`config.mk`:
```
export PLATFORM = sky130hd
export DESIGN_NAME = sgd_error_stage
export DESIGN_NICKNAME = d
export VERILOG_FILES = /design/src/rtl/sgd_error_stage.sv
export SDC_FILE = /design/constraint.sdc
export NUM_CORES = 1
export LEC_CHECK = 0
export CAP_MARGIN = 10
export CORE_MARGIN = 2
export CORE_UTILIZATION = 66
export CTS_CLUSTER_DIAMETER = 30
export DETAILED_ROUTE_END_ITERATION = 10
export GPL_TIMING_DRIVEN = 0
export PLACE_DENSITY = 0.89
export RECOVER_POWER = 100
export SYNTH_ARGS = -nofsm -noshare
export SYNTH_HDL_FRONTEND = slang
export SYNTH_SLANG_ARGS = --single-unit
```
`constraint.sdc`:
```
create_clock -name clk -period 11 [get_ports clk]
set_clock_uncertainty 0.15 [all_clocks]
set_input_delay 2.2 -clock clk [delete_from_list [all_inputs] [get_ports clk]]
set_output_delay 2.2 -clock clk [all_outputs]
set_load 0.005 [all_outputs]
```
`src/rtl/sgd_error_stage.sv`:
```
// -----------------------------------------------------------------------------
// sgd_error_stage
//
// Error-computation stage feeding the SGD weight-update stages. It collects
// NUM_CHUNKS partial dot-product beats (w.x) for one sample, subtracts the
// label y, scales by the learning rate mu and presents
//   err = (mu * (w.x - y)) >>> MU_SHIFT
// as the broadcast data_in operand. One sample is in flight at a time.
//
// Build option:
//   SGD_ERR_SATURATE_EN  defined   -> scaled error clamps to the signed range
//                                     of bitwidth bits
//                        undefined -> low bitwidth bits kept (two's wrap)
//   Timing and ports are identical in both builds.
//
// Ports:
//   clk         rising-edge clock
//   rst         asynchronous reset, active low
//   psum_valid  partial-sum beat valid
//   psum_ready  stage accepts a beat (IDLE/ACCUM only, low in reset)
//   psum_in     partial dot product of one chunk (signed)
//   y_in        label, sampled on the final beat only (signed)
//   mu          learning rate, sampled on the final beat only (unsigned)
//   err_valid   err_out valid
//   err_ready   downstream consumes err_out
//   err_out     registered scaled error (signed)
//   beat_cnt    index of the next expected beat
//   busy        high whenever the FSM is not IDLE
// -----------------------------------------------------------------------------
module sgd_error_stage #(
  parameter int bitwidth      = 16,
  parameter int inputBitwidth = 8,
  parameter int NUM_CHUNKS    = 4,
  parameter int MU_SHIFT      = 8,
  localparam int CW = (NUM_CHUNKS > 1) ? $clog2(NUM_CHUNKS) : 1
) (
  input  logic                     clk,
  input  logic                     rst,
  input  logic                     psum_valid,
  output logic                     psum_ready,
  input  logic [bitwidth-1:0]      psum_in,
  input  logic [bitwidth-1:0]      y_in,
  input  logic [inputBitwidth-1:0] mu,
  output logic                     err_valid,
  input  logic                     err_ready,
  output logic [bitwidth-1:0]      err_out,
  output logic [CW-1:0]            beat_cnt,
  output logic                     busy
);

  // Accumulator carries 4 guard bits so up to 16 full-scale beats cannot wrap.
  localparam int AW = bitwidth + 4;
  // Product keeps full precision of the widened difference times unsigned mu,
  // so the clamp in the saturating build sees the true magnitude.
  localparam int PW = AW + inputBitwidth + 1;

`ifdef SGD_ERR_SATURATE_EN
  localparam bit SATURATE = 1'b1;
`else
  localparam bit SATURATE = 1'b0;
`endif

  typedef enum logic [1:0] {IDLE, ACCUM, SCALE, HOLD} state_t;

  state_t                    state, state_next;
  logic                      ready_c;
  logic signed [AW-1:0]      acc, diff;
  logic [inputBitwidth-1:0]  mu_q;
  logic signed [AW-1:0]      psum_ext, y_ext, sum_next;
  logic                      accept, last_beat, final_beat;
  logic signed [PW-1:0]      prod, shifted;
  logic                      pos_ovf, neg_ovf;
  logic [bitwidth-1:0]       err_sized;

  // ---------------------------------------------------------------------------
  // FSM: state register + next-state/output decode
  // ---------------------------------------------------------------------------
  always_ff @(posedge clk or negedge rst) begin
    if (!rst) state <= IDLE;
    else      state <= state_next;
  end

  always_comb begin
    // NOTE: every signal assigned here gets a default first so no path leaves
    // it unassigned; otherwise synthesis infers a latch.
    state_next = state;
    ready_c    = 1'b0;
    unique case (state)
      IDLE: begin
        ready_c = 1'b1;
        if (psum_valid) state_next = (NUM_CHUNKS == 1) ? SCALE : ACCUM;
      end
      ACCUM: begin
        ready_c = 1'b1;
        if (psum_valid && last_beat) state_next = SCALE;
      end
      SCALE: state_next = HOLD;
      HOLD:  if (err_ready) state_next = IDLE;
      default: state_next = IDLE;
    endcase
  end

  // Gating with rst keeps the stage from advertising ready while held in reset.
  assign psum_ready = ready_c & rst;
  assign busy       = (state != IDLE);

  // ---------------------------------------------------------------------------
  // Datapath
  // ---------------------------------------------------------------------------
  assign accept     = psum_valid && psum_ready;
  assign last_beat  = (beat_cnt == CW'(NUM_CHUNKS - 1));
  assign final_beat = accept && (((state == IDLE) && (NUM_CHUNKS == 1)) ||
                                 ((state == ACCUM) && last_beat));

  assign psum_ext = AW'($signed(psum_in));
  assign y_ext    = AW'($signed(y_in));
  // Beat 0 (accepted in IDLE) starts a fresh sum rather than adding to acc.
  assign sum_next = ((state == IDLE) ? '0 : acc) + psum_ext;

  assign prod    = $signed(diff) * $signed({1'b0, mu_q});
  assign shifted = prod >>> MU_SHIFT;
  // Result fits in bitwidth bits only if all bits above the sign bit agree.
  assign pos_ovf = !shifted[PW-1] && (|shifted[PW-2:bitwidth-1]);
  assign neg_ovf =  shifted[PW-1] && !(&shifted[PW-2:bitwidth-1]);

  always_comb begin
    err_sized = shifted[bitwidth-1:0];
    if (SATURATE && pos_ovf) err_sized = {1'b0, {(bitwidth-1){1'b1}}};
    if (SATURATE && neg_ovf) err_sized = {1'b1, {(bitwidth-1){1'b0}}};
  end

  // NOTE: sequential state uses non-blocking assignments so every register
  // samples pre-edge values, independent of statement order.
  always_ff @(posedge clk or negedge rst) begin
    if (!rst) begin
      acc       <= '0;
      diff      <= '0;
      mu_q      <= '0;
      beat_cnt  <= '0;
      err_out   <= '0;
      err_valid <= 1'b0;
    end else begin
      if (accept) begin
        acc <= sum_next;
        if (final_beat) begin
          diff     <= sum_next - y_ext;
          mu_q     <= mu;
          beat_cnt <= '0;
        end else begin
          beat_cnt <= beat_cnt + CW'(1);
        end
      end
      if (state == SCALE) begin
        err_out   <= err_sized;
        err_valid <= 1'b1;
      end
      if ((state == HOLD) && err_ready) err_valid <= 1'b0;
    end
  end

endmodule

```
-- After elaboration in Yosys (flattened, before gate mapping)
Index checks and enable logic that the tools add are counted.
- output and inout port bits: 21
- input port bits: 44
- register bits after elaboration: 69
- word-level logic and storage cells: 39
- bitwise operators: 1
- multiply operators: 1
- multiplexer cells: 9
- eq/ne operators: 7
- add/subtract/negate cells: 3
- reductions and logical operators: 11
- operators by type and width (cell ; count):
    multiplier 20 x 9 -> 24 bit ; 1
    adder 20 bit ; 1
    2-to-1 mux 20 bit ; 1
    subtractor 20 x 16 -> 20 bit ; 1
    2-to-1 mux 2 bit ; 4
    one-hot mux 2 bit (4 select lines) ; 1
    == test 2 bit, second input constant ; 3
    != test 2 bit, second input constant ; 3
    logical AND 1 bit ; 5
    nonzero test 2 bit ; 2
    2-to-1 mux 1 bit ; 3
    AND reduction 3 bit ; 1
    adder 2 x 1 -> 2 bit, second input constant ; 1
    == test 2 x 1 -> 1 bit, second input constant ; 1
    zero test 2 bit ; 1
    AND reduction 2 bit ; 1
    OR reduction 2 bit ; 1
    bitwise AND 1 bit ; 1

-- Longest topological paths before layout
Gate-level depths: netlist of run 1.
- depth in word-level cells: 7
- mapped depth: 23
- mapped depth without buffers: 22

-- Worst setup path after synthesis of run 1
Ideal clock, no wire load.
- kind: input -> register
- from: in psum_in[0]
- to: reg diff[19]
- library setup time: 0.131 ns
- stages: 19
- setup slack: 4.576 ns
- path buffers: 0
- data required time: 10.719 ns
- data arrival time: 6.143 ns
- cells stage by stage: ha_1 > fa_1 > a21o_1 > a21oi_1 > o21ai_0 > a21oi_1 > o21bai_1 > a2111o_1 > and3_1 > nor2_1 > ha_1 > o21a_1 > o211a_1 > nand2b_1 > a21oi_1 > o311ai_0 > a21oi_1 > o2111ai_1 > or3b_1
- cells in the longest elaborated chain, start to end: 2
- RTL lines (what ; line ; source):
    start, declared ; 41 ; input logic [bitwidth-1:0] psum_in,
    adder 20 bit ; 118 ; assign sum_next = ((state == IDLE) ? '0 : acc) + psum_ext;
    named net sum_next[12] ; 69 ; logic signed [AW-1:0] psum_ext, y_ext, sum_next;
    subtractor 20 x 16 -> 20 bit ; 146 ; diff <= sum_next - y_ext;
    end signal, assigned ; 146 ;
    end, declared ; 67 ; logic signed [AW-1:0] acc, diff;
The timed path passes the listed nets, and every way through them passes these cells.
A chain may end at the register's enable or synchronous reset.

-- Worst setup path after layout of run 1
- from: in rst
- to: out psum_ready
- cells in the longest elaborated chain, start to end: 1
- RTL lines (what ; line ; source):
    start, declared ; 38 ; input logic rst,
    bitwise AND 1 bit ; 104 ; assign psum_ready = ready_c & rst;
    end, declared ; 40 ; output logic psum_ready,
Every way passes these cells.

==> impl_metrics.ini, run 1 <==
[pwr]
vdd.ir_drop.worst_uv = 168
p_per_area_nw_per_um2 = 265
finalPower_mw = 2.77
leakage_nw = 5.35

[synthesis]
synthCells = 1048
ys.warnings.count = 0
yosysTopAreaCell = fa_1
ys_top_cells_by_count = inv_1, nand2_1, fa_1, ha_1
syn_area_per_cell_um2 = 8.84
synth_fp_nets = 1286
ys_seq_area_frac = 0.186
synthArstFlopShare = 1.00
synth_top_cells_by_area = fa_1, dfrtp_1, ha_1, inv_1, nand2_1
synth_ff_type = dfrtp_1
netlist_area_um2 = 9270
synth.distinct_cells = 64
synth.top_cell.area_share = 0.233
synth-edff-count = 0
synth_most_common_cell = inv_1
ys_ff_latch = 69

[sta]
worstMarginPinSlew_ns = 2.96
rsz0062_at_grt = false
relSlewSlack = -0.976
finalHoldViolCount = 0
max_freq_mhz = 119
layout_min_cycle_time_ns = 8.40
min_period_over_period = 0.764
drv_slew = 55
fin_tns_setup_ns = 0
setup_viol = 0

[worst_setup_path]
path_class = input pin to output pin
path_max_fanout = 54
worstSetupStartpointType = input pin
endpoint_kind = output pin
arrival_ns = 6.05
required_ns = 8.65

[clock_tree]
clkTransAtPathRegs_ns = 0.06
cts.sinks = 69
cts_buffer_depth = 2
numCtsBuffers = 9
cts_hold_buf = 0
cts_tree = built
ctsResizeCount = 0
cts_max_level = 3
root_buffer = clkbuf_16
post_cts_buffers = 0
insertion_delay_ns = 0.36

[worst_hold_path]
hold_path.class = flip-flop to flip-flop

[die]
rows = 43
die_x_um = 122
core_um2 = 13800
start_util = 0.673
dieHeight_um = 122
io_pins = 65
dieArea_um2 = 15000

[drt]
postRouteAntennaNets = 0
wl_mm = 20.6
route.vias.total = 7457
viasPerCell = 5.70
drt_iter0_drc = 327
remaining_drc_errors = 0
wl_per_cell_um = 15.7
dr.pass1.iters = 5

[layout]
num_antenna_cells = 0
synthToLayoutAreaGrowth_pct = 12.4
drive_above_1_share = 0.0487
num-nets-final = 1362
n_fill_cell = 967

[global_routing]
grt_use_total = 0.301
grt_max_degree = 55
grt.overflow.total = 0
antenna_found_initial = 0
first_global_vias = 7856
grt_pass1_wl_mm = 35.2

[outcome]
outcome = finished, violations left
failed_checks = max-capacitance violations, max-slew violations

[place]
io_buffers = 64
dpl.hpwl_mm = 16.5
gp_routability_congestion = 0.928

[job]
drv_cap = 1
-- power by group --
| group | total [mW] | switching, mW | internal (mW) |
|---|---|---|---|
| logic | 2.04 | 1.16 | 0.879 |
| clock network | 0.299 | 0.123 | 0.176 |
| registers | 0.428 | 0.0708 | 0.357 |
| total | 2.77 | 1.35 | 1.41 |
-- cell usage in the layout (no fill, tap or decap), types with 10 or more instances in the layout --
| master | instances |
|---|---|
| inv_1 | 178 |
| nand2_1 | 156 |
| fa_1 | 108 |
| ha_1 | 86 |
| dfrtp_1 | 69 |
| and2_1 | 68 |
| clkbuf_1 | 45 |
| clkdlybuf4s50_1 | 40 |
| xnor2_1 | 38 |
| o21ai_0 | 35 |
| a21oi_1 | 30 |
| mux2_2 | 27 |
| nor2_1 | 23 |
| dlygate4sd3_1 | 23 |
| nor2b_1 | 22 |
| a21o_1 | 21 |
| xor2_1 | 16 |
| nand3_1 | 12 |
| o21a_1 | 10 |
| and3_1 | 10 |
-- metal layers --
metal / up-vias / wire, µm / track usage
li1: 3504 / - / -
met3: 64 / 1080 / 0.0474
met4: 0 / 809 / 0.138
met2: 253 / 10500 / 0.542
met1: 3636 / 8220 / 0.353
met5: - / 0 / 0
-- cell type report --
| type | instances | area, µm² | area share |
|---|---|---|---|
| inverter | 178 | 668 | 0.0641 |
| sequential | 69 | 1730 | 0.166 |
| clock buffer | 11 | 233 | 0.0223 |
| timing repair buffer | 65 | 638 | 0.0613 |
| tap | 180 | 225 | 0.0216 |
| buffer | 42 | 159 | 0.0153 |
| multi-input combinational | 759 | 6710 | 0.644 |
| clock inverter | 5 | 61.3 | 0.00589 |
-- state kept, by name, summed over array words and instances, names as in the netlist --
name,cells
acc,20
beat_cnt,2
diff,20
err_out,16
err_valid,1
mu_q,8
state,2
-- stage by stage --
step | utilization | std cells | area [µm²] | hold slack (ns) | setup slack [ns]
after detailed placement | 0.737 | 1293 | 10200 | 0.316 | 3.67
after global placement | 0.736 | 1292 | 10100 | 0.307 | 2.64
after CTS | 0.759 | 1309 | 10500 | 0.328 | 4.00
after floorplan | - | 1048 | 9270 | 0.291 | 4.58
final | 0.756 | 1309 | 10400 | 0.324 | 2.60
after global routing | 0.756 | 1309 | 10400 | 0.360 | 1.91
-- cells by family (layout without fill, tap and decap cells) --
family                     Yosys count  count (layout)  synth area share
AOI/OAI and AO/OA                  155             155             0.115
adders and majority gates          194             194             0.349
and+or+nand+nor                    328             328             0.174
DFF                                 69              69             0.186
xor gates and xnor gates            54              54            0.0510
muxes                               28              28            0.0339
buffers and inverters              220             301            0.0893
-- critical path, stage by stage --
cell	delay, ns
clkbuf_1	0.69
clkbuf_1	2.15
nor2b_1	0.37
dlygate4sd3_1	0.60
-- path summary, 6_finish.rpt --
check,from,to,slack (ns),depth (start not counted)
setup / recovery,rst,psum_ready,2.60,4
hold / removal,acc[0],acc[0],0.32,2
setup reg to reg,state[1],diff[19],4.84,23
hold reg to reg,acc[0],acc[0],0.32,2
max in group asynchronous,rst,acc[14],5.57,2
min in group asynchronous,rst,err_out[2],1.82,1
Power figures use the tool's default switching activity.
==> run 2, diff against run 1 <==
- CORE_UTILIZATION: 66 -> 56
- PLACE_DENSITY: 0.89 -> 0.81
- clock period: 11 -> 7.2 ns (I/O delays scaled with it)
==> impl_metrics.ini, run 2 (synthesis gave the netlist of run 1 again) <==
[outcome]
outcome = completed

[worst_setup_path]
required_ns = 7.28
worstReg2RegEnd = diff[19]
worst_r2r_path_depth = 23
crit_top_cell = a21oi_1
path_class = input pin to flip-flop
reg2reg_from = state[0]
crit_chain = dlygate4sd3_1, ha_1, fa_1, a21o_1, a21oi_1, o21ai_0, a21oi_1, o21bai_1, a2111o_1, a21oi_1, nor2_1, ha_1, o21a_1, o211a_1, nand2b_1, a21oi_1, o311ai_0, a21oi_1, o2111ai_1, or3b_1
endpoint_kind = flip-flop
arrival_ns = 6.64
critPathBufInv = 1
slowest_stage = o311ai_0
worstSetupStartpointType = input pin
worst_path_largest_cell_delay_ns = 0.62
path_max_fanout = 3
cpLargestDelayFamily = compound AO/OA/AOI/OAI gates
reg2reg_slack_ns = 0.98
path_depth = 20
crit_start = psum_in[0]
crit_end = diff[19]

[layout]
reg.largest.list = acc (20), diff (20), err_out (16)
num_antenna_cells = 0
drive_above_1_share = 0.0514
num-nets-final = 1362
final_core_util = 0.641
synthToLayoutAreaGrowth_pct = 13.2
final_common_cell = inv_1
layout_common_cells = inv_1, nand2_1, fa_1, ha_1

[place]
gp_routability_congestion = 0.870
io_buffers = 64
dpl.hpwl_mm = 15.9

[worst_hold_path]
hold_path.class = flip-flop to flip-flop
holdPathStages = 2

[die]
io_pins = 65
rows = 47
start_util = 0.567
dieArea_um2 = 17600
core_um2 = 16300
dieHeight_um = 133
die_x_um = 133

[drt]
wl_mm = 19.3
viasPerCell = 5.34
dr.pass1.iters = 5
drt_iter0_drc = 215
postRouteAntennaNets = 0
remaining_drc_errors = 0
wl_per_cell_um = 14.3
route.vias.total = 7203

[sta]
rsz0062_at_grt = false
min_period_over_period = 0.912
setup_viol = 0
layout_min_cycle_time_ns = 6.56
fin_tns_setup_ns = 0
relSlewSlack = 0.316
hold_ws_ns = 0.326
worstMarginPinSlew_ns = 1.03
max_freq_mhz = 152
finalHoldViolCount = 0
drv_slew = 0

[pwr]
leakage_nw = 5.37
vdd.ir_drop.worst_uv = 242
p_per_area_nw_per_um2 = 394

[clock_tree]
ctsResizeCount = 0
cts.sinks = 69
cts_tree = built
clkTransAtPathRegs_ns = 0.06
root_buffer = clkbuf_16
cts_buffer_depth = 2
cts_hold_buf = 0
insertion_delay_ns = 0.35
cts_max_level = 3
post_cts_buffers = 0
numCtsBuffers = 9

[global_routing]
antenna_found_initial = 0
first_global_vias = 7264
grt.overflow.total = 0
grt_use_total = 0.233
grt_pass1_wl_mm = 33.3
grt_max_degree = 56

[job]
drv_cap = 0
## run 2: changes by cell type in the layout (fill, tap and decap cells not counted)
cell,previous run,this run
clkinv_4,1,2
inv_6,0,2
bufinv_16,1,0
clkbuf_1,45,42
and2_0,1,0
buf_16,0,1
inv_8,0,2
clkinvlp_4,3,1
and2_1,68,69
## run 2: through the flow
stage	area [µm²]	setup slack, ns	total power, mW	instances
after floorplan	9270	1.54	3.00	1048
after global placement	10200	0.307	3.58	1332
after detailed placement	10200	0.575	3.68	1333
after CTS	10500	0.825	4.15	1349
after global routing	10500	0.297	4.59	1349
final	10500	0.636	4.13	1349
## run 2: worst register-to-register path: stages (launching register included)
cell,delay [ns]
dfrtp_1,0.40
inv_1,0.11
ha_1,0.24
clkbuf_1,0.47
nor2b_1,0.11
ha_1,0.26
fa_1,0.44
a21o_1,0.18
a21oi_1,0.26
o21ai_0,0.13
a21oi_1,0.30
o21bai_1,0.16
a2111o_1,0.44
a21oi_1,0.18
nor2_1,0.07
ha_1,0.33
o21a_1,0.14
o211a_1,0.22
nand2b_1,0.07
a21oi_1,0.05
o311ai_0,0.62
a21oi_1,0.20
o2111ai_1,0.23
or3b_1,0.35
## run 2: power by group
| part | internal [mW] | switching [mW] | total, mW |
|---|---|---|---|
| clock | 0.241 | 0.192 | 0.434 |
| sequential | 0.545 | 0.102 | 0.647 |
| combinational | 1.34 | 1.72 | 3.05 |
| total | 2.12 | 2.01 | 4.13 |
## run 2: worst min-delay path by stage
stage                       end   startpoint
finish               err_out[5]   err_out[5]
global route        err_out[14]  err_out[14]
CTS                     acc[12]      acc[12]
detailed placement      acc[16]      acc[16]
global placement         acc[0]       acc[0]
floorplan               acc[12]      acc[12]
## run 2: routing by layer
metal | vias to the layer above | share of wire | GRT usage
li1 | 3519 | - | -
met1 | 3466 | 0.44 | 0.297
met2 | 185 | 0.49 | 0.406
met3 | 33 | 0.042 | 0.0356
met4 | 0 | 0.026 | 0.0806
met5 | - | 0 | 0
## run 2: final cells by class
| cell class | instances | area (µm²) |
|---|---|---|
| plain buffers | 42 | 159 |
| clock buffers | 9 | 225 |
| clock inverters | 7 | 65.1 |
| fillers | 1362 | 5860 |
| inverters | 178 | 668 |
| multi-input cells | 759 | 6710 |
| flip-flops and latches | 69 | 1730 |
| well taps | 220 | 275 |
| repair buffers | 65 | 662 |
==> run 3, diff against run 2 <==
- PLACE_DENSITY: 0.81 -> 0.8
==> impl_metrics.ini, run 3 (synthesis gave the netlist of run 1 again) <==
[drt]
viasPerCell = 5.38
drt_iter0_drc = 314
route.vias.total = 7252
wl_per_cell_um = 14.9
dr.pass1.iters = 4
remaining_drc_errors = 0
wl_mm = 20.1
postRouteAntennaNets = 0

[global_routing]
grt_use_total = 0.241
grt_pass1_wl_mm = 34.3
first_global_vias = 7384
use_met3 = 0.0414
top_usage_layer = met2
grt_use_met1 = 0.306
antenna_found_initial = 0
grt.overflow.total = 0
grtUsageMet2 = 0.419
grt_max_degree = 57

[worst_setup_path]
worst_path_largest_cell_delay_ns = 0.56
reg2reg_from = state[0]
worstSetupStartpointType = input pin
crit_start = psum_in[0]
crit_top_cell = a21oi_1
crit_chain = dlygate4sd3_1, ha_1, fa_1, a21o_1, a21oi_1, o21ai_0, a21oi_1, o21bai_1, a2111o_1, and3_1, nor2_1, ha_1, o21a_1, o211a_1, nand2b_1, a21oi_1, o311ai_0, a21oi_1, o2111ai_1, or3b_1
arrival_ns = 6.58
endpoint_kind = flip-flop
required_ns = 7.28
slowest_stage = dlygate4sd3_1
path_max_fanout = 3
path_class = input pin to flip-flop

[die]
core_um2 = 16300
io_pins = 65
dieHeight_um = 133
start_util = 0.567
rows = 47
dieArea_um2 = 17600
die_x_um = 133

[sta]
hold_ws_ns = 0.329
finalHoldViolCount = 0
drv_slew = 0
worstMarginPinSlew_ns = 0.963
relSlewSlack = 0.358
setup_slack_ns = 0.702
max_freq_mhz = 154
rsz0062_at_grt = false
min_period_over_period = 0.902
layout_min_cycle_time_ns = 6.50
fin_tns_setup_ns = 0
setup_viol = 0

[place]
io_buffers = 64
gp_routability_congestion = 0.898
place_ws_ns = 0.566
dpl.hpwl_mm = 16.5
dp_cells = 1333

[clock_tree]
cts.sinks = 69
post_cts_buffers = 0
cts_buffer_depth = 2
cts_tree = built
root_buffer = clkbuf_16
numCtsBuffers = 9
cts_hold_buf = 0
cts_max_level = 3
insertion_delay_ns = 0.36
clkTransAtPathRegs_ns = 0.06
ctsResizeCount = 0

[outcome]
outcome = completed

[pwr]
p_per_area_nw_per_um2 = 400
leakage_nw = 5.38
vdd.ir_drop.worst_uv = 252

[layout]
final_core_util = 0.643
fin_cells = 1348
drive_above_1_share = 0.0496
num-nets-final = 1362
reg.largest.list = acc (20), diff (20), err_out (16)
num_antenna_cells = 0
final_common_cell = inv_1
synthToLayoutAreaGrowth_pct = 13.5
layout_common_cells = inv_1, nand2_1, fa_1, ha_1

[job]
drv_cap = 0

[worst_hold_path]
hp-start = err_out[1]
hold_path.class = flip-flop to flip-flop
[run 3: layer usage]
metal	vias up	wire, µm
met5	-	0
met4	0	569
met3	44	1030
met2	185	9760
met1	3504	8700
li1	3519	-
[run 3: final cells by class]
cell class | count | area, µm²
sequential | 69 | 1730
inverter | 178 | 668
clock buffer | 11 | 243
tap | 220 | 275
multi-input combinational | 759 | 6710
clock inverter | 4 | 72.6
fill | 1384 | 5840
buffer | 42 | 159
timing repair buffer | 65 | 662
[run 3: final timing paths]
| kind | cells after the start | end | slack, ns |
|---|---|---|---|
| min | 2 | err_out[1] | 0.33 |
| max | 20 | diff[19] | 0.70 |
| max in group asynchronous | 2 | acc[17] | 5.03 |
| max reg2reg | 23 | diff[19] | 1.03 |
| min in group asynchronous | 1 | err_out[11] | 1.07 |
| min reg2reg | 2 | err_out[1] | 0.33 |
[run 3: worst max-delay path: cells and delay by family]
kind / cells / cell delay (ns)
adders and majority gates: 3 / 0.98
AOI/OAI and AO/OA: 12 / 2.85
buffers and inverters: 1 / 0.56
and+or+nand+nor: 4 / 0.73
[run 3: per-stage QoR]
| step | total power, mW | area, µm² |
|---|---|---|
| after global routing | 4.64 | 10500 |
| after detailed placement | 3.69 | 10200 |
| final | 4.20 | 10500 |
| after global placement | 3.59 | 10200 |
| after CTS | 4.22 | 10500 |
| after floorplan | 3.00 | 9270 |
[run 3: where the power goes]
part | leakage [nW] | total, mW | internal [mW] | switching [mW]
combinational | 4.35 | 3.05 | 1.34 | 1.72
sequential | 0.886 | 0.651 | 0.545 | 0.106
clock | 0.152 | 0.500 | 0.311 | 0.189
total | 5.38 | 4.20 | 2.19 | 2.01
